`src/rtl/sram_arb_pkg.sv`:
```
// Shared constants for the SRAM port arbiter.
//   ARB_RR / ARB_FIXED : arbitration mode selectors (ArbMode parameter)
//   AW_DEFAULT / DW_DEFAULT : default SRAM address / word widths
//   TAG_A / TAG_B      : owner tag carried alongside an in-flight read; also
//                        the bit index of each port in the 2-bit req/gnt vectors
package sram_arb_pkg;

    localparam int ARB_RR     = 0;
    localparam int ARB_FIXED  = 1;

    localparam int AW_DEFAULT = 12;
    localparam int DW_DEFAULT = 144;

    localparam logic TAG_A = 1'b0;
    localparam logic TAG_B = 1'b1;

endpackage

```
`src/rtl/rr_arbiter2.sv`:
```
// Two-input arbiter with a last-grant pointer.
//   clk_i   : clock
//   rst_i   : asynchronous active-high reset
//   req_i   : requests, bit TAG_A = port A, bit TAG_B = port B
//   mode_i  : 0 = round-robin, 1 = fixed priority (port A wins)
//   gnt_o   : combinational grant, at most one bit set, never without req
module rr_arbiter2
    import sram_arb_pkg::*;
(
    input  logic       clk_i,
    input  logic       rst_i,
    input  logic [1:0] req_i,
    input  logic       mode_i,
    output logic [1:0] gnt_o
);

    // 1 = port B received the most recent accepted grant.
    logic last_b_q;
    logic last_b_d;

    always_comb begin
        gnt_o = 2'b00;
        unique case (req_i)
            2'b01:   gnt_o = 2'b01;
            2'b10:   gnt_o = 2'b10;
            // Tie: fixed mode always favours A; round-robin favours the
            // port that did not win last time.
            2'b11:   gnt_o = (mode_i || last_b_q) ? 2'b01 : 2'b10;
            default: gnt_o = 2'b00;
        endcase
    end

    // A request is held until granted, so any grant is an accepted grant.
    always_comb begin
        last_b_d = last_b_q;
        if (|gnt_o) begin
            last_b_d = gnt_o[TAG_B];
        end
    end

    always_ff @(posedge clk_i or posedge rst_i) begin
        if (rst_i) begin
            last_b_q <= 1'b1;
        end else begin
            last_b_q <= last_b_d;
        end
    end

endmodule

```
`src/rtl/sram_port_arbiter.sv`:
```
// Two-port arbiter and sequencer for a single-port synchronous SRAM with
// active-low controls and a one-cycle registered read.
//   clk_i, rst_i                 : clock, asynchronous active-high reset
//   req_x_i / we_x_i             : request (held until granted) and write flag
//   addr_x_i / wdata_x_i         : access address and write data
//   gnt_x_o                      : combinational grant
//   rvalid_x_o / rdata_x_o       : one-cycle read-data strobe and data
//   mem_a_o / mem_d_o            : registered SRAM address / write data
//   mem_cen_o/mem_wen_o/mem_oen_o: registered SRAM controls, active low
//   mem_q_i                      : SRAM read data
module sram_port_arbiter
    import sram_arb_pkg::*;
#(
    parameter int AddressWidth = AW_DEFAULT,
    parameter int DataWidth    = DW_DEFAULT,
    parameter int ArbMode      = ARB_RR
) (
    input  logic                    clk_i,
    input  logic                    rst_i,
    input  logic                    req_a_i,
    input  logic                    we_a_i,
    input  logic [AddressWidth-1:0] addr_a_i,
    input  logic [DataWidth-1:0]    wdata_a_i,
    input  logic                    req_b_i,
    input  logic                    we_b_i,
    input  logic [AddressWidth-1:0] addr_b_i,
    input  logic [DataWidth-1:0]    wdata_b_i,
    output logic                    gnt_a_o,
    output logic                    gnt_b_o,
    output logic                    rvalid_a_o,
    output logic [DataWidth-1:0]    rdata_a_o,
    output logic                    rvalid_b_o,
    output logic [DataWidth-1:0]    rdata_b_o,
    output logic [AddressWidth-1:0] mem_a_o,
    output logic [DataWidth-1:0]    mem_d_o,
    output logic                    mem_cen_o,
    output logic                    mem_wen_o,
    output logic                    mem_oen_o,
    input  logic [DataWidth-1:0]    mem_q_i
);

    logic [1:0] gnt;

    rr_arbiter2 u_arb (
        .clk_i  (clk_i),
        .rst_i  (rst_i),
        .req_i  ({req_b_i, req_a_i}),
        .mode_i (ArbMode == ARB_FIXED),
        .gnt_o  (gnt)
    );

    assign gnt_a_o = gnt[TAG_A];
    assign gnt_b_o = gnt[TAG_B];

    // Command of the granted port.
    logic                    issue;
    logic                    cmd_tag;
    logic                    cmd_we;
    logic [AddressWidth-1:0] cmd_addr;
    logic [DataWidth-1:0]    cmd_wdata;

    assign issue     = |gnt;
    assign cmd_tag   = gnt[TAG_B] ? TAG_B : TAG_A;
    assign cmd_we    = gnt[TAG_B] ? we_b_i    : we_a_i;
    assign cmd_addr  = gnt[TAG_B] ? addr_b_i  : addr_a_i;
    assign cmd_wdata = gnt[TAG_B] ? wdata_b_i : wdata_a_i;

    // SRAM pin registers.
    logic                    mem_cen_q, mem_cen_d;
    logic                    mem_wen_q, mem_wen_d;
    logic                    mem_oen_q;
    logic [AddressWidth-1:0] mem_a_q, mem_a_d;
    logic [DataWidth-1:0]    mem_d_q, mem_d_d;

    // Read owner-tag pipeline: stage 1 marks a read presented to the SRAM,
    // stage 2 lines up with the SRAM's registered output.
    logic rd_vld_q, rd_vld_d;
    logic rd_tag_q, rd_tag_d;
    logic rvalid_a_q, rvalid_a_d;
    logic rvalid_b_q, rvalid_b_d;

    always_comb begin
        mem_cen_d  = ~issue;
        mem_wen_d  = ~(issue & cmd_we);
        mem_a_d    = issue ? cmd_addr : mem_a_q;
        // Write data is only meaningful on writes; hold it otherwise so the
        // data bus does not toggle on reads.
        mem_d_d    = (issue & cmd_we) ? cmd_wdata : mem_d_q;
        rd_vld_d   = issue & ~cmd_we;
        rd_tag_d   = cmd_tag;
        rvalid_a_d = rd_vld_q & (rd_tag_q == TAG_A);
        rvalid_b_d = rd_vld_q & (rd_tag_q == TAG_B);
    end

    always_ff @(posedge clk_i or posedge rst_i) begin
        if (rst_i) begin
            mem_cen_q  <= 1'b1;
            mem_wen_q  <= 1'b1;
            mem_oen_q  <= 1'b1;
            mem_a_q    <= '0;
            mem_d_q    <= '0;
            rd_vld_q   <= 1'b0;
            rd_tag_q   <= TAG_A;
            rvalid_a_q <= 1'b0;
            rvalid_b_q <= 1'b0;
        end else begin
            mem_cen_q  <= mem_cen_d;
            mem_wen_q  <= mem_wen_d;
            // Output enable is released once after reset and then stays on.
            mem_oen_q  <= 1'b0;
            mem_a_q    <= mem_a_d;
            mem_d_q    <= mem_d_d;
            rd_vld_q   <= rd_vld_d;
            rd_tag_q   <= rd_tag_d;
            rvalid_a_q <= rvalid_a_d;
            rvalid_b_q <= rvalid_b_d;
        end
    end

    assign mem_cen_o  = mem_cen_q;
    assign mem_wen_o  = mem_wen_q;
    assign mem_oen_o  = mem_oen_q;
    assign mem_a_o    = mem_a_q;
    assign mem_d_o    = mem_d_q;
    assign rvalid_a_o = rvalid_a_q;
    assign rvalid_b_o = rvalid_b_q;
    assign rdata_a_o  = mem_q_i;
    assign rdata_b_o  = mem_q_i;

endmodule

```
`config.mk`:
```
export PLATFORM = sky130hd
export DESIGN_NAME = sram_port_arbiter
export DESIGN_NICKNAME = d
export VERILOG_FILES = /design/src/rtl/sram_arb_pkg.sv /design/src/rtl/rr_arbiter2.sv /design/src/rtl/sram_port_arbiter.sv
export SDC_FILE = /design/constraint.sdc
export NUM_CORES = 1
export LEC_CHECK = 0
export BUFFER_PORTS_ARGS = -buffer_cell sky130_fd_sc_hd__buf_2
export CAP_MARGIN = 10
export CORE_AREA = 5 5 357 359
export DETAILED_ROUTE_END_ITERATION = 8
export DIE_AREA = 0 0 362 364
export PLACE_DENSITY_LB_ADDON = 0.08
export SLEW_MARGIN = 20
export SYNTH_ARGS = -nofsm -noshare
export SYNTH_HDL_FRONTEND = slang
export SYNTH_SLANG_ARGS = --single-unit
```
`constraint.sdc`:
```
create_clock -name clk_i -period 5 [get_ports clk_i]
set_input_delay 0.25 -clock clk_i [delete_from_list [all_inputs] [get_ports clk_i]]
set_output_delay 0.25 -clock clk_i [all_outputs]
set_load 0.02 [all_outputs]
```
After elaboration in Yosys (flattened, before gate mapping)
Cells that the tools add are included.
W data, S select, Z words.
- multiplexer cells: 6
- order comparisons: 0
- equal/unequal tests: 3
- multipliers: 0
- add/sub/neg operators: 0
- divide/modulo/power cells: 0
- shift-type cells: 0
- bitwise logic cells: 8
- reduce and logical (&&, ||, !) cells: 1
- operators with widths (operator ; count):
    $mux W144 ; 1
    $mux W12 ; 1
    $pmux W2 S3 ; 1
    $and A1 B1 Y1 ; 4
    $eq A2 B2 Y1 const B ; 2
    $not A1 Y1 ; 4
    $eq A2 B1 Y1 const B ; 1
    $mux W1 ; 2
    $mux W2 ; 1
    $reduce_or A2 Y1 ; 1
- bits in latches: 0
- bits in read-only memories: 0
- bits in writable memories: 0
- bits of input ports: 462
- memories kept: 0
- register bits: 164

Depth between registers and ports, before layout
- word-level depth: 5
- gate-level depth with buffers: 7
- gate-level depth less buffers: 3

By module
Synthesis repeated with hierarchy kept, for this count alone.
- cell total of the unflattened synthesis: 1171
- area, all modules: 10770.3 µm²
- by module, submodules not included (module ; cells each ; times used ; area an instance (µm²) ; seq. area each (µm²)):
    sram_port_arbiter ; 1164 ; 1 ; 10706.5 ; 4082.7
    rr_arbiter2 ; 7 ; 1 ; 63.8 ; 26.3

Worst setup path before layout
OpenSTA, ideal clock, no wires.
- path type: input to register
- from: input req_b_i
- to: register mem_d_q[58] (netlist: mem_d_o[58])
- required time: 4.875 ns
- stages: 6
- slack: 3.272 ns
- library setup time: 0.125 ns
- arrival time: 1.603 ns
- cell sequence: buf_6 > a21boi_4 > buf_6 > buf_2 > mux2_2 > mux2_4
- cells in the longest elaborated chain, start to end: 4
- ends and longest elaborated chain (item ; RTL line ; RTL):
    start: declaration ; sram_port_arbiter.sv:24 ; input logic req_b_i,
    $eq A2 B2 Y1 / $eq A2 B1 Y1 (equally long branches) ; rr_arbiter2.sv:23 ; unique case (req_i)
    $pmux W2 S3 (*) ; rr_arbiter2.sv:23 ;
    via gnt_b_o ; sram_port_arbiter.sv:29 ; output logic gnt_b_o,
    $reduce_or A2 Y1 / $mux W1 (equally long branches) ; sram_port_arbiter.sv:62, sram_port_arbiter.sv:64 ;
    $and A1 B1 Y1 ; sram_port_arbiter.sv:88 ; mem_d_d = (issue & cmd_we) ? cmd_wdata : mem_d_q;
    end signal: assignment ; sram_port_arbiter.sv:112 ; mem_d_q <= mem_d_d;
    end: declaration ; sram_port_arbiter.sv:73 ; logic [DataWidth-1:0] mem_d_q, mem_d_d;
Mark *: on every way through the listed nets, which the timed path passes. The rest lies on a longest branch.
A chain may end at the register's enable or synchronous reset.

Final worst setup path
- from: register u_arb.last_b_q
- to: register mem_d_q[87] (netlist: mem_d_o[87])
- cells in the longest elaborated chain, start to end: 4
- ends and longest elaborated chain (item ; RTL line ; RTL):
    start: declaration ; rr_arbiter2.sv:18 ; logic last_b_q;
    start signal: assignment ; rr_arbiter2.sv:45 ; last_b_q <= last_b_d;
    $mux W2 (*) ; rr_arbiter2.sv:28 ; 2'b11: gnt_o = (mode_i || last_b_q) ? 2'b01 : 2'b10;
    $pmux W2 S3 (*) ; rr_arbiter2.sv:23 ;
    $reduce_or A2 Y1 / $mux W1 (equally long branches) ; sram_port_arbiter.sv:62, sram_port_arbiter.sv:64 ;
    $and A1 B1 Y1 ; sram_port_arbiter.sv:88 ;
Every way passes the cells marked *; elsewhere a longest branch is shown, timed or not.

==> key figures <==
Status
  – Status: complete, no violations

Floorplan
  – Die X: ~360 um
  – Die area: 131,800 um^2
  – Row count: around 130
  – Number of I/O pins: around 900
  – Die Y: 364 um
  – Initial core utilization: about 8.4%
  – Core Region: 123,500 um^2

CTS
  – H-Tree Depth: 4
  – CTS max path bufs: 2
  – CTS-repair resized insts: 0
  – Clock Pin Slew Worst Setup and Hold Paths: 90 ps
  – Hold_buf cts: 85
  – Clock root buffer: clkbuf_16
  – TritonCTS Sinks: 164
  – Clock latency on the worst-skew pair: 520 ps
  – Post-CTS Setup Bufs: 0
  – CTS tree: done
  – Num CTS Buffers: 17

GRT
  – Initial antenna violation count: 13
  – Largest net degree at the start of global routing: 90
  – First-pass GRT wire length: 54,470 um
  – Number of global-route vias before repair: 7,811
  – GRT Total Usage: 5.791%
  – GR Overflow Total: 0

STA
  – RSZ-0062 raised after global routing: no
  – Clock skew: 19.75 ps
  – Total negative slack: 0 ps
  – Final hold viol count: 0
  – Max-slew violations: 0
  – Tmin final: approximately 2600 ps
  – Peak Freq: 380.9 MHz
  – Slew @ Worst Pin: 790.8 ps
  – Slew HR: 46.95%
  – Crit share post-route: 52.51%
  – Final setup fails: 0

Critical path
  – Peak per-stage delay on the critical path: between 500 and 600 ps
  – Maximum fanout along the worst path: 89
  – Kind of critical path: flop to flop
  – Worst setup SP type: flop
  – R2R cell count: 5
  – Worst Path Arrival: 3020 ps
  – Critical Path RT: 5400 ps
  – Slowest CP cell: dlygate4sd3_1
  – Crit path cell chain: a21boi_4 -> buf_12 -> mux2_2 -> dlygate4sd3_1 -> mux2_4
  – Worst setup EP type: flop

Routing
  – Total number of vias: 6,908
  – Drt initial violations: 125
  – Final wirelength: 38,980 um
  – First drt pass iteration count: 4
  – DR WL/cell: 14.12 um
  – Remaining DRCs: 0
  – Antenna Nets Post-Route: 0
  – Vias per Instance: approximately 2.5

Pwr
  – Design Power: 4.996 mW
  – Leak: a little over 6 nW
  – Worst vdd ir: 0.2949 mV
  – Pwr Density: 354.7 nW/um^2

Flow run
  – Maxcap violations: 0

Finish
  – Final Non-Filler Cells: ~2,800
  – Layout area overhead: 35.48%
  – Most common cell after layout, fill and taps aside: buf_2
  – Final Util: 11.41%
  – Commonest non-fill, non-tap cells in the layout: buf_2 (480), mux2_2 (239), dfrtp_1 (160), dlygate4sd3_1 (85), mux2_4 (49)
  – Layout cells sized above 1: 72.78%
  – Nets@finish: 1,566

Logic synthesis
  – Cells after Synth: 841
  – Ys Warns: 0
  – Syn_nets: 1,303
  – Most used flip-flop cell after synthesis: dfrtp_1
  – Number of flops mapped to enable cells by yosys: 0
  – Synthesized area per cell: about 12 um^2
  – Post-synthesis sequential area ratio: between 30% and 40%
  – Yosys reg bits: roughly 160
  – Async set-reset flop share out of synthesis: 100.0%
  – Synth cell types: 22
  – Post-synthesis cell area: 10,390 um^2

Worst hold path
  – Worst hold path class: primary input to flop
  – Hold path depth: 3

Placement
  – Dpl hpwl: 29,140 um
  – Port bufs: 480
  – Placed cell count: around 2,600
  – RePlAce Congestion: just under 0.7
## kinds of logic after synthesis
family                 after synthesis  share of synthesized area (%)
AO/OA/AOI/OAI                       16                          1.276
buffers and inverters              329                          23.22
flip-flops                         164                          39.53
multiplexers                       300                          34.12
other                                1                        0.03608
AND/OR/NAND/NOR                     31                          1.818
## synth_stat cells, drive strengths merged (2+ instances only)
master / instances / area share, %
buf: 321 / 23
mux2i: 12 / 1.2
nor2: 2 / 0.072
mux2: 288 / 33
dfstp: 4 / 1.0
nor3b: 12 / 0.87
clkbuf: 6 / 0.22
nor3: 12 / 0.58
a211oi: 13 / 0.94
nor2b: 3 / 0.18
dfrtp: 160 / 39
## worst max-delay path: cells and delay by family (launching register included)
family                 cells  cell delay [ps]
AO/OA/AOI/OAI              1              250
flip-flops                 1              490
buffers and inverters      2              960
multiplexers               2              670
## final cells by class
class,count,area (um^2)
inverters,2,15.01
multi-input cells,348,3891
well taps,1637,2048
clock inverters,15,216.5
diodes,7,17.52
fillers,14180,109400
clock buffers,17,425.4
repair buffers,571,3361
flip-flops and latches,164,4109
## state kept, by name, summed over array words and instances (netlist names)
| name | flops |
|---|---|
| mem_d_o | 144 |
| mem_a_o | 12 |
| mem_cen_o | 1 |
| mem_oen_o | 1 |
| mem_wen_o | 1 |
| rd_tag_q | 1 |
| rd_vld_q | 1 |
| rvalid_a_o | 1 |
| rvalid_b_o | 1 |
| u_arb.last_b_q | 1 |
## worst paths after layout
path / from / endpoint / slack [ps]
worst max register to register: u_arb.last_b_q / mem_d_o[87] / 2370
worst min register to register: rd_tag_q / rvalid_a_o / 440
worst max-delay path: u_arb.last_b_q / mem_d_o[87] / 2370
max in group asynchronous: rst_i / mem_d_o[66] / 3370
min in group asynchronous: rst_i / mem_d_o[81] / 310
worst min-delay path: addr_a_i[9] / mem_a_o[9] / 100
## where the power goes
part | total [mW] | internal [mW] | switching [mW]
Combinational | 1.66 | 0.770 | 0.891
Sequential | 1.76 | 1.62 | 0.146
Clock | 1.57 | 0.851 | 0.719
Total | 5.00 | 3.24 | 1.76
## layer usage
metal / share of wire, % / routed length (um) / vias to the layer above / global-route usage, %
li1: - / - / 3124 / -
met1: 34 / 13150 / 3350 / 5.419
met2: 52 / 20400 / 319 / 10.20
met3: 11 / 4098 / 105 / 3.273
met4: 3.2 / 1255 / 10 / 2.841
met5: 0.21 / 81 / - / 0
## stage by stage
| step | setup WS, ps | hold slack, ps | cell area [um^2] |
|---|---|---|---|
| CTS | 2356 | 0.08166 | 14070 |
| detailed placement | 2448 | 414.1 | 12570 |
| floorplan | 323.3 | 293.2 | 10400 |
| global route | 2291 | 36.99 | 14070 |
| finish | 2375 | 100.6 | 14080 |
| global placement | 2455 | 406.8 | 12570 |
Power figures use the tool's default switching activity.
